==> config.mk <==
export PLATFORM = sky130hd
export DESIGN_NAME = axiline_train_scheduler
export DESIGN_NICKNAME = d
export VERILOG_FILES = /design/src/rtl/axiline_pkg.sv /design/src/rtl/wb_delay_line.sv /design/src/rtl/axiline_train_scheduler.sv
export SDC_FILE = /design/constraint.sdc
export NUM_CORES = 1
export LEC_CHECK = 0
export CAP_MARGIN = 15
export CORE_UTILIZATION = 39
export DETAILED_ROUTE_END_ITERATION = 12
export GPL_ROUTABILITY_DRIVEN = 0
export MAX_ROUTING_LAYER = met4
export PLACE_DENSITY = 0.58
export SLEW_MARGIN = 10
export SYNTH_ARGS = -nofsm -noshare
export SYNTH_HDL_FRONTEND = slang
export SYNTH_SLANG_ARGS = --single-unit
==> constraint.sdc <==
create_clock -name clk -period 5.5 [get_ports clk]
set_input_delay 0.825 -clock clk [delete_from_list [all_inputs] [get_ports clk]]
set_output_delay 0.825 -clock clk [all_outputs]
set_load 0.1 [all_outputs]
==> src/rtl/axiline_pkg.sv <==
// Shared definitions for the Axiline training accelerator: scheduler states
// and default pipeline geometry reused by the accelerator top.
package axiline_pkg;

  typedef enum logic [1:0] {
    IDLE  = 2'd0,
    LOAD  = 2'd1,
    DRAIN = 2'd2,
    DONE  = 2'd3
  } state_e;

  localparam int NUM_CYCLE_DEF = 8;
  localparam int WB_DELAY_DEF  = 2;
  localparam int GAP_DEF       = 3;

endpackage

==> src/rtl/wb_delay_line.sv <==
// Single-bit pipeline delay of DEPTH cycles with asynchronous active-low clear;
// o_any reports whether any pulse is still in flight.
module wb_delay_line #(
  parameter int DEPTH = 2
) (
  input  logic clk,
  input  logic rst_n,
  input  logic i_d,
  output logic o_q,
  output logic o_any
);

  logic [DEPTH-1:0] r_sr;

  // shift register: every pulse advances one stage per cycle, none merge
  always_ff @(posedge clk or negedge rst_n) begin
    if (!rst_n) begin
      r_sr <= '0;
    end else begin
      r_sr[0] <= i_d;
      for (int i = 1; i < DEPTH; i++) begin
        r_sr[i] <= r_sr[i-1];
      end
    end
  end

  assign o_q   = r_sr[DEPTH-1];
  assign o_any = |r_sr;

endmodule

==> src/rtl/axiline_train_scheduler.sv <==
// Axiline training sequencer: streams NUM_CYCLE chunks per sample through the
// ip/comb/sgd pipeline over all samples and epochs, then drains write-backs.
module axiline_train_scheduler
  import axiline_pkg::*;
#(
  parameter int NUM_CYCLE     = NUM_CYCLE_DEF,
  parameter int LOG_NUM_CYCLE = 3,
  parameter int SAMPLE_W      = 16,
  parameter int EPOCH_W       = 8,
  parameter int WB_DELAY      = WB_DELAY_DEF,
  parameter int GAP           = GAP_DEF
) (
  input  logic                     clk,
  input  logic                     rst,
  input  logic                     start,
  input  logic [SAMPLE_W-1:0]      num_samples,
  input  logic [EPOCH_W-1:0]       num_epochs,
  input  logic                     in_valid,
  output logic                     in_ready,
  output logic                     sel,
  output logic [LOG_NUM_CYCLE-1:0] chunk_idx,
  output logic                     grad_valid,
  output logic                     w_wr_en,
  output logic [SAMPLE_W-1:0]      sample_idx,
  output logic [EPOCH_W-1:0]       epoch_idx,
  output logic                     busy,
  output logic                     done
);

  localparam int GAP_W = (GAP < 1) ? 1 : $clog2(GAP + 1);

  state_e                   r_state;
  logic [SAMPLE_W-1:0]      r_num_samples;
  logic [EPOCH_W-1:0]       r_num_epochs;
  logic [LOG_NUM_CYCLE-1:0] r_chunk;
  logic                     r_sel;
  logic [SAMPLE_W-1:0]      r_sample;
  logic [EPOCH_W-1:0]       r_epoch;
  logic [GAP_W-1:0]         r_gap;
  logic                     r_grad;
  logic                     r_busy;
  logic                     r_done;

  logic w_accept;
  logic w_last_chunk;
  logic w_last_sample;
  logic w_last_epoch;
  logic w_wb_q;
  logic w_line_busy;

  assign in_ready      = (r_state == LOAD) && (r_gap == '0);
  assign w_accept      = in_valid && in_ready;
  assign w_last_chunk  = (r_chunk == LOG_NUM_CYCLE'(NUM_CYCLE - 1));
  assign w_last_sample = (r_sample == r_num_samples - SAMPLE_W'(1));
  assign w_last_epoch  = (r_epoch == r_num_epochs - EPOCH_W'(1));

  // run sequencer: chunk/sample/epoch iteration, RAW gap and grad strobe
  always_ff @(posedge clk or negedge rst) begin
    if (!rst) begin
      r_state       <= IDLE;
      r_num_samples <= '0;
      r_num_epochs  <= '0;
      r_chunk       <= '0;
      r_sel         <= 1'b0;
      r_sample      <= '0;
      r_epoch       <= '0;
      r_gap         <= '0;
      r_grad        <= 1'b0;
      r_busy        <= 1'b0;
      r_done        <= 1'b0;
    end else begin
      r_grad <= 1'b0;
      r_done <= 1'b0;
      if (r_gap != '0) begin
        r_gap <= r_gap - GAP_W'(1);
      end
      case (r_state)
        IDLE: begin
          if (start) begin
            r_num_samples <= num_samples;
            r_num_epochs  <= num_epochs;
            r_chunk       <= '0;
            r_sel         <= 1'b0;
            r_sample      <= '0;
            r_epoch       <= '0;
            r_gap         <= '0;
            r_busy        <= 1'b1;
            if ((num_samples == '0) || (num_epochs == '0)) begin
              r_state <= DONE;
            end else begin
              r_state <= LOAD;
            end
          end
        end
        LOAD: begin
          if (w_accept) begin
            if (w_last_chunk) begin
              r_chunk <= '0;
              r_sel   <= 1'b0;
              r_grad  <= 1'b1;
              r_gap   <= GAP_W'(GAP);
              if (w_last_sample) begin
                r_sample <= '0;
                if (w_last_epoch) begin
                  r_state <= DRAIN;
                end else begin
                  r_epoch <= r_epoch + EPOCH_W'(1);
                end
              end else begin
                r_sample <= r_sample + SAMPLE_W'(1);
              end
            end else begin
              r_chunk <= r_chunk + LOG_NUM_CYCLE'(1);
              r_sel   <= 1'b1;
            end
          end
        end
        DRAIN: begin
          // the final grad strobe is not yet in the delay line on its first cycle
          if (!r_grad && !w_line_busy) begin
            r_state <= DONE;
          end
        end
        DONE: begin
          r_done  <= 1'b1;
          r_busy  <= 1'b0;
          r_state <= IDLE;
        end
        default: begin
          r_state <= IDLE;
        end
      endcase
    end
  end

  wb_delay_line #(
    .DEPTH (WB_DELAY)
  ) u_wb_delay_line (
    .clk   (clk),
    .rst_n (rst),
    .i_d   (r_grad),
    .o_q   (w_wb_q),
    .o_any (w_line_busy)
  );

  assign sel        = r_sel;
  assign chunk_idx  = r_chunk;
  assign grad_valid = r_grad;
  assign w_wr_en    = w_wb_q;
  assign sample_idx = r_sample;
  assign epoch_idx  = r_epoch;
  assign busy       = r_busy;
  assign done       = r_done;

endmodule

==> impl_metrics.env <==
export IMPL_holdCritStartpoint="u_wb_delay_line.r_sr[0]"
export IMPL_peakVddDrop_mv=0.387
export IMPL_end_kind="output port"
export IMPL_setup_tns_ns=0
export IMPL_wire_per_inst_um=16.4
export IMPL_post_cts_buffers=0
export IMPL_cts_path_max_buffers=2
export IMPL_crit_arrival_ns=2.92
export IMPL_diodes=0
export IMPL_synth_compound_area_share_pct=10.9
export IMPL_row_count=35
export IMPL_grt_pass1_wl_mm=15.2
export IMPL_synthAdderAreaFrac_pct=3.40
export IMPL_root_buffer="clkbuf_8"
export IMPL_yosysUniqueCellTypes=60
export IMPL_power_switching_mw=1.19
export IMPL_met3WireLength_um=379
export IMPL_pin_count=61
export IMPL_setup_viol=0
export IMPL_multi_input_area_mm2=0.00203
export IMPL_start_util_pct=40.0
export IMPL_outcome="finished clean"
export IMPL_num_vias=2999
export IMPL_syn_inst=367
export IMPL_avgSynthCellArea_um2=10.0
export IMPL_grt_pass1_vias=3057
export IMPL_worstSetupPathType="flip-flop to output port"
export IMPL_yosysWarnings=0
export IMPL_synth_flop_cell="dfrtp_1"
export IMPL_vias_per_cell=5.53
export IMPL_layout_common_cells="61 x dfrtp_1, 59 x clkdlybuf4s50_1, 35 x nand2_1"
export IMPL_synth_xor_area_share_pct=10.5
export IMPL_combPwrFrac_pct=52.3
export IMPL_drive_above_1_share_pct=13.7
export IMPL_hp_class="flip-flop to flip-flop"
export IMPL_ys_async_sr_fraction_pct=100
export IMPL_antenna_found_initial=0
export IMPL_n_fill_cell=885
export IMPL_grt_ovfl_total=0
export IMPL_ant_nets=0
export IMPL_core_area_mm2=0.00920
export IMPL_finalCritPeriodShare_pct=68.1
export IMPL_rr_worst_depth=9
export IMPL_synth_top_family_by_area="simple AND/OR/NAND/NOR gates"
export IMPL_cp_required_ns=4.68
export IMPL_clock_skew_ns=0.00949
export IMPL_wl_met1_mm=3.95
export IMPL_swShare_pct=48.6
export IMPL_fmax_ghz=0.267
export IMPL_htree_num_levels=3
export IMPL_die_h_um=99.1
export IMPL_crit_start="r_state[1]"
export IMPL_power_total_mw=2.45
export IMPL_insertion_delay_ns=0.34
export IMPL_drt_iter0_drc=109
export IMPL_p_int_mw=1.26
export IMPL_synth_edf_count=0
export IMPL_relSlewSlack_pct=33.8
export IMPL_seq_power_share_pct=33.1
export IMPL_wl_mm=8.87
export IMPL_p_clk_share_pct=14.6
export IMPL_cts_tree="yes"
export IMPL_cts_sinks=61
export IMPL_topRoutingLayerUsed="met4"
export IMPL_crit_path_max_fanout=18
export IMPL_synth_simple_area_share_pct=21.3
export IMPL_grt_start_max_net_pins=62
export IMPL_cts_resized=0
export IMPL_period_needed_ns=3.75
export IMPL_start_kind="flip-flop"
export IMPL_dieWidth_um=99.1
export IMPL_route_met2_wl_mm=4.40
export IMPL_ys_seq_elements=61
export IMPL_synth_area_mm2=0.00367
export IMPL_final_max_slew_violation_count=0
export IMPL_syn2layout_area_growth_pct=22.9
export IMPL_final_common_cell="dfrtp_1"
export IMPL_syn_nets=405
export IMPL_rsz0062_at_grt="no"
export IMPL_power_density_mw_per_mm2=543
export IMPL_cts_buffers=9
export IMPL_seq_area_mm2=0.00153
export IMPL_route_detailed_drc=0
export IMPL_path_clk_slew_ns=0.07
export IMPL_hpwl_mm=6.52
export IMPL_whs_ns=0.385
export IMPL_ys_seq_area_share_pct=41.5
export IMPL_leakage_nw=1.87
export IMPL_cap_violations=0
export IMPL_hold_depth=0
export IMPL_holdBufCountCts=0
export IMPL_io_buffers=60
export IMPL_final_nets=466
export IMPL_worstMarginPinSlew_ns=0.989
export IMPL_muxShareOfSynthArea_pct=9.06
export IMPL_reg2reg_from="r_num_samples[0]"
export IMPL_first_pass_iters=4
export IMPL_grt_usage_pct=20.5
export IMPL_final_hold_viol_count=0
export IMPL_die_area_mm2=0.00981
==> per-stage QoR <==
stage,cells,instance area [um2],utilization [%],setup slack (ns)
2_1_floorplan,367,3670,-,1.47
3_3_place_gp,528,4350,47.3,2.17
3_5_place_dp,528,4350,47.3,2.14
4_1_cts,542,4520,49.1,1.73
5_1_grt,542,4520,49.1,1.59
6_report,542,4520,49.1,1.75
==> cell type report <==
cell class	count	area share, %
multi-input combinational	281	44.9
sequential	61	33.8
timing repair buffer	62	13.5
clock buffer	12	3.44
tap	111	3.08
inverter	13	1.08
clock inverter	2	0.222
==> power groups by stage <==
stage	sequential (mW)	clock (mW)	combinational (mW)
after floorplan	1.05	0	0.774
after global placement	0.818	0	1.27
after detailed placement	0.825	0	1.29
after CTS	0.816	0.371	1.29
after global routing	0.845	0.389	1.40
final	0.813	0.359	1.28
==> Yosys cell counts (2+ instances only) <==
master	number	area, um2
dfrtp_1	61	1530
nand2_1	35	131
nor2_1	33	124
mux2_2	26	293
xnor2_1	23	201
xor2_1	19	166
inv_1	13	48.8
a21oi_1	12	60.1
nand3_1	11	55.1
ha_1	10	125
o21ai_0	10	50.1
nor3_1	8	40.0
nor4_1	8	50.1
nand4_1	7	43.8
and3_1	6	37.5
clkbuf_1	6	22.5
and2_1	5	31.3
nand3b_1	5	37.5
mux2i_1	4	40.0
a31o_1	3	26.3
a31o_2	3	26.3
buf_6	3	33.8
nand2b_1	3	18.8
nor3b_1	3	22.5
o211ai_1	3	22.5
a21oi_2	2	17.5
a31oi_1	2	12.5
a32o_1	2	20.0
buf_2	2	10.0
nand4b_1	2	17.5
nor2b_1	2	12.5
nor3_2	2	20.0
nor4_2	2	25.0
o311ai_0	2	17.5
o31ai_1	2	15.0
or3_1	2	12.5
or4_1	2	15.0
==> flip-flops by register name, indices dropped and copies added (netlist names) <==
signal / cells
sample_idx: 16
grad_valid: 1
u_wb_delay_line.r_sr: 2
epoch_idx: 8
r_gap: 2
done: 1
r_num_samples: 16
sel: 1
r_state: 2
chunk_idx: 3
busy: 1
r_num_epochs: 8
==> kinds of logic after synthesis <==
logic type      after synthesis
fa+ha+maj                    10
flops                        61
mux                          30
buf+inv                      25
compound gates               55
xor+xnor                     43
simple gates                143
==> worst max-delay path, stage by stage (launching register included) <==
cell and delay [ns]:
dfrtp_1 0.40, inv_1 0.10, ha_1 0.59, nor3b_1 0.31, clkdlybuf4s50_1 1.18
==> path summary, 6_finish.rpt <==
check                      slack (ns)                       to
setup reg to reg                 2.28           sample_idx[14]
setup / recovery                 1.75                 in_ready
hold / removal                   0.38  u_wb_delay_line.r_sr[1]
min in group asynchronous        0.64        r_num_samples[11]
max in group asynchronous        4.30                      sel
hold reg to reg                  0.38  u_wb_delay_line.r_sr[1]
==> metal layers <==
metal  vias to the layer above  global-route usage [%]
met5                         -                       -
met4                         0                    6.67
met3                        10                    5.39
met2                        72                    33.6
met1                      1480                    24.7
li1                       1437                       -
(Power assumes the default switching activity.)
